===== config.mk =====
export PLATFORM = sky130hd
export DESIGN_NAME = spi_fsm
export DESIGN_NICKNAME = d
export VERILOG_FILES = /design/src/rtl/spi_pkg.sv /design/src/rtl/spi_bitcounter.sv /design/src/rtl/spi_fsm.sv
export SDC_FILE = /design/constraint.sdc
export NUM_CORES = 1
export LEC_CHECK = 0
export ABC_AREA = 1
export ABC_CLOCK_PERIOD_IN_PS = 2800
export CAP_MARGIN = 20
export CORE_AREA = 10 10 47 49
export DETAILED_ROUTE_END_ITERATION = 7
export DIE_AREA = 0 0 57 59
export DONT_BUFFER_PORTS = 1
export GPL_ROUTABILITY_DRIVEN = 0
export SYNTH_ARGS = -nofsm -noshare
export SYNTH_HDL_FRONTEND = slang
export SYNTH_SLANG_ARGS = --single-unit

===== constraint.sdc =====
create_clock -name clk -period 2.8 [get_ports clk]
set_input_delay 0.28 -clock clk [delete_from_list [all_inputs] [get_ports clk]]
set_output_delay 0.28 -clock clk [all_outputs]
set_load 0.01 [all_outputs]

===== src/rtl/spi_pkg.sv =====
// Shared definitions for the SPI slave control FSM: state encoding,
// default field width and the per-state control decode.
package spi_pkg;

  localparam int DefaultWidth = 8;

  typedef enum logic [2:0] {
    IDLE        = 3'd0,
    ADDR_RECV   = 3'd1,
    GOT_ADDR    = 3'd2,
    READ_LOAD   = 3'd3,
    READ_SEND   = 3'd4,
    WRITE_RECV  = 3'd5,
    WRITE_STORE = 3'd6,
    DONE        = 3'd7
  } state_e;

  typedef struct packed {
    logic addrWe;
    logic dmWe;
    logic srWe;
    logic misoBuffEn;
  } ctrl_t;

  // Each strobe belongs to exactly one state, so at most one write enable is ever high.
  function automatic ctrl_t decodeOutputs(input state_e state);
    ctrl_t ctrl;
    ctrl = '0;
    case (state)
      GOT_ADDR:    ctrl.addrWe     = 1'b1;
      READ_LOAD:   ctrl.srWe       = 1'b1;
      READ_SEND:   ctrl.misoBuffEn = 1'b1;
      WRITE_STORE: ctrl.dmWe       = 1'b1;
      default:     ctrl            = '0;
    endcase
    return ctrl;
  endfunction

endpackage


===== src/rtl/spi_bitcounter.sv =====
// SCLK edge counter for one SPI field; tc_o marks the increment that
// completes the field so the FSM can move on with that same pulse.
module spi_bitcounter
  import spi_pkg::*;
#(
  parameter int width = DefaultWidth
) (
  input  logic clk_i,
  input  logic reset_i,
  input  logic clear_i,
  input  logic inc_i,
  output logic tc_o
);

  localparam int CntW = $clog2(width) + 1;
  localparam logic [CntW-1:0] LastIdx = CntW'(width - 1);

  logic [CntW-1:0] count_q;
  logic [CntW-1:0] count_d;

  // Clear wins over increment so a pulse landing on a state change is not carried over.
  always_comb begin
    count_d = count_q;
    if (clear_i) begin
      count_d = '0;
    end else if (inc_i) begin
      count_d = count_q + 1'b1;
    end
  end

  always_ff @(posedge clk_i) begin
    if (reset_i) begin
      count_q <= '0;
    end else begin
      count_q <= count_d;
    end
  end

  assign tc_o = inc_i && (count_q == LastIdx);

endmodule


===== src/rtl/spi_fsm.sv =====
// SPI slave transaction controller: address byte with R/W flag, then either
// a data byte written to memory or a data byte shifted out on MISO.
module spi_fsm
  import spi_pkg::*;
#(
  parameter int width = DefaultWidth
) (
  input  logic clk,
  input  logic reset,
  input  logic cs,
  input  logic sclk_rise,
  input  logic sclk_fall,
  input  logic sr_lsb,
  output logic addr_we,
  output logic dm_we,
  output logic sr_we,
  output logic miso_buff_en
);

  state_e state_q;
  state_e state_d;
  ctrl_t  ctrl_q;

  logic cntInc;
  logic cntClear;
  logic cntTc;

  // Slave samples on SCLK rise while receiving and drives on SCLK fall while sending.
  always_comb begin
    cntInc = 1'b0;
    case (state_q)
      ADDR_RECV, WRITE_RECV: cntInc = sclk_rise;
      READ_SEND:             cntInc = sclk_fall;
      default:               cntInc = 1'b0;
    endcase
  end

  always_comb begin
    state_d = state_q;
    if (state_q != IDLE && cs) begin
      state_d = IDLE;
    end else begin
      case (state_q)
        IDLE:        if (!cs) state_d = ADDR_RECV;
        ADDR_RECV:   if (cntTc) state_d = GOT_ADDR;
        GOT_ADDR:    state_d = sr_lsb ? READ_LOAD : WRITE_RECV;
        READ_LOAD:   state_d = READ_SEND;
        READ_SEND:   if (cntTc) state_d = DONE;
        WRITE_RECV:  if (cntTc) state_d = WRITE_STORE;
        WRITE_STORE: state_d = DONE;
        DONE:        state_d = DONE;
        default:     state_d = IDLE;
      endcase
    end
  end

  assign cntClear = (state_d != state_q);

  // Outputs are registered from the next state, so they always match the decode of state_q.
  always_ff @(posedge clk) begin
    if (reset) begin
      state_q <= IDLE;
      ctrl_q  <= '0;
    end else begin
      state_q <= state_d;
      ctrl_q  <= decodeOutputs(state_d);
    end
  end

  spi_bitcounter #(
    .width(width)
  ) u_bitcounter (
    .clk_i  (clk),
    .reset_i(reset),
    .clear_i(cntClear),
    .inc_i  (cntInc),
    .tc_o   (cntTc)
  );

  assign addr_we      = ctrl_q.addrWe;
  assign dm_we        = ctrl_q.dmWe;
  assign sr_we        = ctrl_q.srWe;
  assign miso_buff_en = ctrl_q.misoBuffEn;

endmodule

Word-level counts from Yosys, hierarchy flattened. Cells that the tools add are included.

Output and inout port bits: 4. Bits in registers: 11. Word-level logic and storage cells: 39.

Equal/unequal tests: 13. Mux-type cells: 12. $add $sub $neg: 1. Reduce and logical (&&, ||, !) cells: 7.

Operator list (number): $pmux 3 s7 (1); $eq 3x3->1 const B (6); $mux 3 (6); $eq 3x2->1 const B (4); $reduce_or 2->1 (3); $add 4x1->4 const B (1); $eq 4x3->1 const B (1); $mux 1 (4); $eq 3x1->1 const B (1); $logic_not 3->1 (1); $ne 3x3->1 (1); $reduce_bool 3->1 (1); $logic_and 1x1->1 (2); $pmux 1 s2 (1).

Longest topological paths before layout.
Word-level depth: 9. Depth in mapped cells: 13.

Modules after synthesis. Synthesis repeated with hierarchy kept, for this count alone.

Cell total of the unflattened synthesis: 75. Area, all modules: 551.8 µm².

Modules (own cells, without submodules): spi_fsm (cells each 51, instances 1, area an instance 376.6 µm²); spi_bitcounter (cells each 24, instances 1, area an instance 175.2 µm²).

Least setup slack after synthesis. No wires, ideal clock.

Kind: register -> register. Start point: register u_bitcounter.count_q[0]. End point: register u_bitcounter.count_q[0]. Period minus slack after synthesis: 1.399 ns. Setup slack: 1.401 ns. Data arrival time: 1.287 ns. Buffers on the path: 0. Setup time: 0.112 ns. Stages on the path, launching flop included: 12. Required time: 2.688 ns. Path through: dfxtp_1 -> ha_1 -> nor3b_1 -> nand2_2 -> nand2_2 -> nand2_1 -> nand2_1 -> nand2_2 -> nand2_2 -> nand2_2 -> nand3_2 -> nor2_1.

Longest elaborated chain between the ends: 7.

RTL lines: start: declaration (line spi_bitcounter.sv:18) `logic [CntW-1:0] count_q;`; start signal: assignment (line spi_bitcounter.sv:35) `count_q <= count_d;`; $eq 4x3->1 (line spi_bitcounter.sv:39) `assign tc_o = inc_i && (count_q == LastIdx);`; $logic_and 1x1->1 (line spi_bitcounter.sv:39); $mux 3, on equally long branches (line spi_fsm.sv:49, spi_fsm.sv:45, spi_fsm.sv:48); $pmux 3 s7 (line spi_fsm.sv:43) `case (state_q)`; $mux 3 (line spi_fsm.sv:40) `if (state_q != IDLE && cs) begin`; $ne 3x3->1 (line spi_fsm.sv:57) `assign cntClear = (state_d != state_q);`; $reduce_or 2->1 (no line).

Parallel ways exist; a longest one is shown, timed or not. A chain may end at the register's enable or synchronous reset.

Worst setup path in the final report.
Start point: register u_bitcounter.count_q[0]. End point: register u_bitcounter.count_q[2].

The elaborated chain is that of the path after synthesis.

==> results.py <==
metrics = {
    "critical_path": {
        "reg2reg_slack_ns": 1.22,
        "cp_max_fo": 5,
        "worstReg2RegEnd": "u_bitcounter.count_q[2]",
        "start_kind": "register",
        "cp.arrival_ns": 1.74,
        "worstSetupPathType": "register to register",
        "reg2reg_from": "u_bitcounter.count_q[0]",
        "crit_required_ns": 2.95,
        "critPathCaptureType": "register",
        "reg2reg_depth": 11,
    },
    "global_route": {
        "overflow": 0,
        "grt.total_usage": 0.0623,
        "grt_first_pass_wirelength_um": 1680,
        "first_global_vias": 437,
        "grt_max_degree": 7,
        "antenna_found_initial": 0,
    },
    "power_and_ir_drop": {
        "power.switching_mw": 0.0592,
        "seqPwrFrac": 0.574,
        "pwr-share-comb": 0.049,
        "p_per_area_mw_per_mm2": 475,
        "power.leakage_nw": 0.253,
        "p_clk_frac": 0.377,
        "vdd_drop_max_mv": 0.250,
        "p_sw_frac": 0.214,
        "cellInternalPower_mw": 0.218,
        "p_total_mw": 0.277,
    },
    "floorplanning": {
        "die-height_um": 59,
        "ioPinCount": 10,
        "core_area_mm2": 0.00140,
        "die_x_um": 57,
        "initial_utilization": 0.383,
        "die_area_mm2": 0.00336,
        "num_rows": 14,
    },
    "sta": {
        "clock.fmax_mhz": 632,
        "maxSlewViolCount": 0,
        "tightest_slew_ns": 0.251,
        "period_minus_slack_ns": 1.58,
        "period_share": 0.565,
        "holdWs_ns": 0.0748,
        "setup-tns-final_ns": 0,
        "setup_viol": 0,
        "report.final.hold_viol_count": 0,
        "rsz0062_at_grt": "false",
        "fin_skew_ns": 0.00828,
        "max-slew-margin-rel": 0.832,
    },
    "layout": {
        "post-route-util": 0.416,
        "diodes": 0,
        "layout.cells.non_filler": 93,
        "fillerInstances": 161,
        "drive_gt1_frac": 0.182,
        "fin_nets": 85,
        "multi_input_area_um2": 268,
        "seq_area_um2": 220,
        "syn_to_final_growth_pct": 8.62,
    },
    "placed_design": {
        "dp_cells": 89,
        "portBuffers": 0,
        "post-dp-hpwl_um": 783,
    },
    "yosys": {
        "yosys.area.top_type": "dfxtp_1",
        "yosys.cell_count.top_type": "nor2_1",
        "synth_edf_count": 0,
        "syn_area_per_cell_um2": 7.35,
        "synth_area_um2": 537,
        "synth-main-ff-cell": "dfxtp_1",
        "yosysTopAreaCellShare": 0.410,
        "async_flop_share": 0,
        "seq_area_frac_synth": 0.410,
        "synthTopCellsByArea": "dfxtp_1, nor2_1, inv_1, nand2_1, nand2_2",
        "yosysWarningCount": 0,
        "synth-seq-cells": 11,
        "synth_cell_types": 19,
        "synthTopCellsByCount": "nor2_1, dfxtp_1, inv_1",
        "netlist_instances": 73,
        "syn-num-nets": 80,
    },
    "routing": {
        "dr.pass1.iters": 4,
        "routed-via-count": 438,
        "routed_wl_um": 970,
        "drc": 0,
        "post_drt_wl_per_cell_um": 10.4,
        "first_iter_violations": 5,
        "viasPerCell": 4.71,
        "ant_nets": 0,
    },
    "cts": {
        "cts-buffers-inserted": 3,
        "cts.clk_slew.worst_paths_ns": 0.07,
        "root_buffer": "clkbuf_4",
        "cts_tree": "built",
        "htreeDepth": 1,
        "hold_buffers": 0,
        "post_cts_buffers": 0,
        "cts_resized": 0,
        "cts.sinks": 11,
        "clkLatencyLatePin_ns": 0.26,
        "cts.path.max_buffers": 2,
    },
    "min_path": {
        "whs_path_depth": 1,
        "hold_end": "state_q[0]",
        "hold_class": "input port to register",
        "hp-start": "reset",
    },
    "outcome": {
        "outcome": "completed",
    },
    "flow_run": {
        "cap_violations": 0,
    },
}
[metrics by stage]
step | instance area (um^2) | worst slack (ns)
after floorplan | 537 | 1.40
after global placement | 557 | 1.23
after detailed placement | 557 | 1.21
after CTS | 583 | 1.18
after global routing | 583 | 1.03
final | 583 | 1.22
[sequential cells by signal (all words and copies together) (netlist names)]
| signal | count |
|---|---|
| dm_we | 1 |
| u_bitcounter.count_q | 4 |
| addr_we | 1 |
| sr_we | 1 |
| miso_buff_en | 1 |
| state_q | 3 |
[power by group through the flow]
stage	Sequential [mW]	Combinational [mW]	Clock [mW]
2_1_floorplan	0.162	0.0120	0
3_3_place_gp	0.163	0.0134	0
3_5_place_dp	0.163	0.0136	0
4_1_cts	0.159	0.0137	0.110
5_1_grt	0.159	0.0160	0.116
6_report	0.159	0.0136	0.104
[worst max-delay path, cell delays in order (launching register included)]
cell and delay [ns]:
dfxtp_1 0.37, ha_1 0.18, nor3b_1 0.25, nand2_2 0.10, nand2_2 0.08, nand2_1 0.05
nand2_1 0.08, nand2_2 0.09, nand2_2 0.09, nand2_2 0.05, nand3_2 0.08, nor2_1 0.05
[logic make-up after synthesis]
family                     after synthesis  share of synthesized area
xor gates and xnor gates                 3                     0.0490
AOI/OAI and AO/OA                        6                     0.0583
and+or+nand+nor                         38                      0.347
DFF                                     11                      0.410
adders and majority gates                1                     0.0233
buffers and inverters                   13                     0.0909
muxes                                    1                     0.0210
[per-layer routing]
metal / wire (um) / track usage / vias up
li1: - / - / 237
met1: 378 / 0.0524 / 195
met2: 514 / 0.109 / 4
met3: 68 / 0.0322 / 2
met4: 8 / 0.0503 / 0
met5: 0 / 0 / -
[layout by cell type, fill, tap and decap left out, types with 2 or more instances in the layout]
master    Yosys  final
nor2_1       12     12
inv_1        11     11
dfxtp_1      11     11
nand2_1      10     10
nand2_2       6      6
nand3_1       4      4
clkbuf_4      0      3
inv_2         2      2
nor3b_1       2      2
o21ai_0       2      2
nand3_2       2      2
a21oi_1       2      2
xor2_1        2      2
[cell type report]
type / instances / share of cell area
tap: 16 / 0.0343
multi-input combinational: 49 / 0.459
sequential: 11 / 0.378
clock buffer: 4 / 0.0451
inverter: 13 / 0.0837
[worst max-delay path by stage]
stage | start | end | cells after the start | slack [ns]
floorplan | u_bitcounter.count_q[0] | u_bitcounter.count_q[0] | 11 | 1.40
global placement | u_bitcounter.count_q[0] | u_bitcounter.count_q[2] | 11 | 1.23
detailed placement | u_bitcounter.count_q[0] | u_bitcounter.count_q[2] | 11 | 1.21
CTS | u_bitcounter.count_q[0] | u_bitcounter.count_q[2] | 11 | 1.18
global route | u_bitcounter.count_q[0] | u_bitcounter.count_q[3] | 11 | 1.03
finish | u_bitcounter.count_q[0] | u_bitcounter.count_q[2] | 11 | 1.22
(Power assumes the default switching activity.)
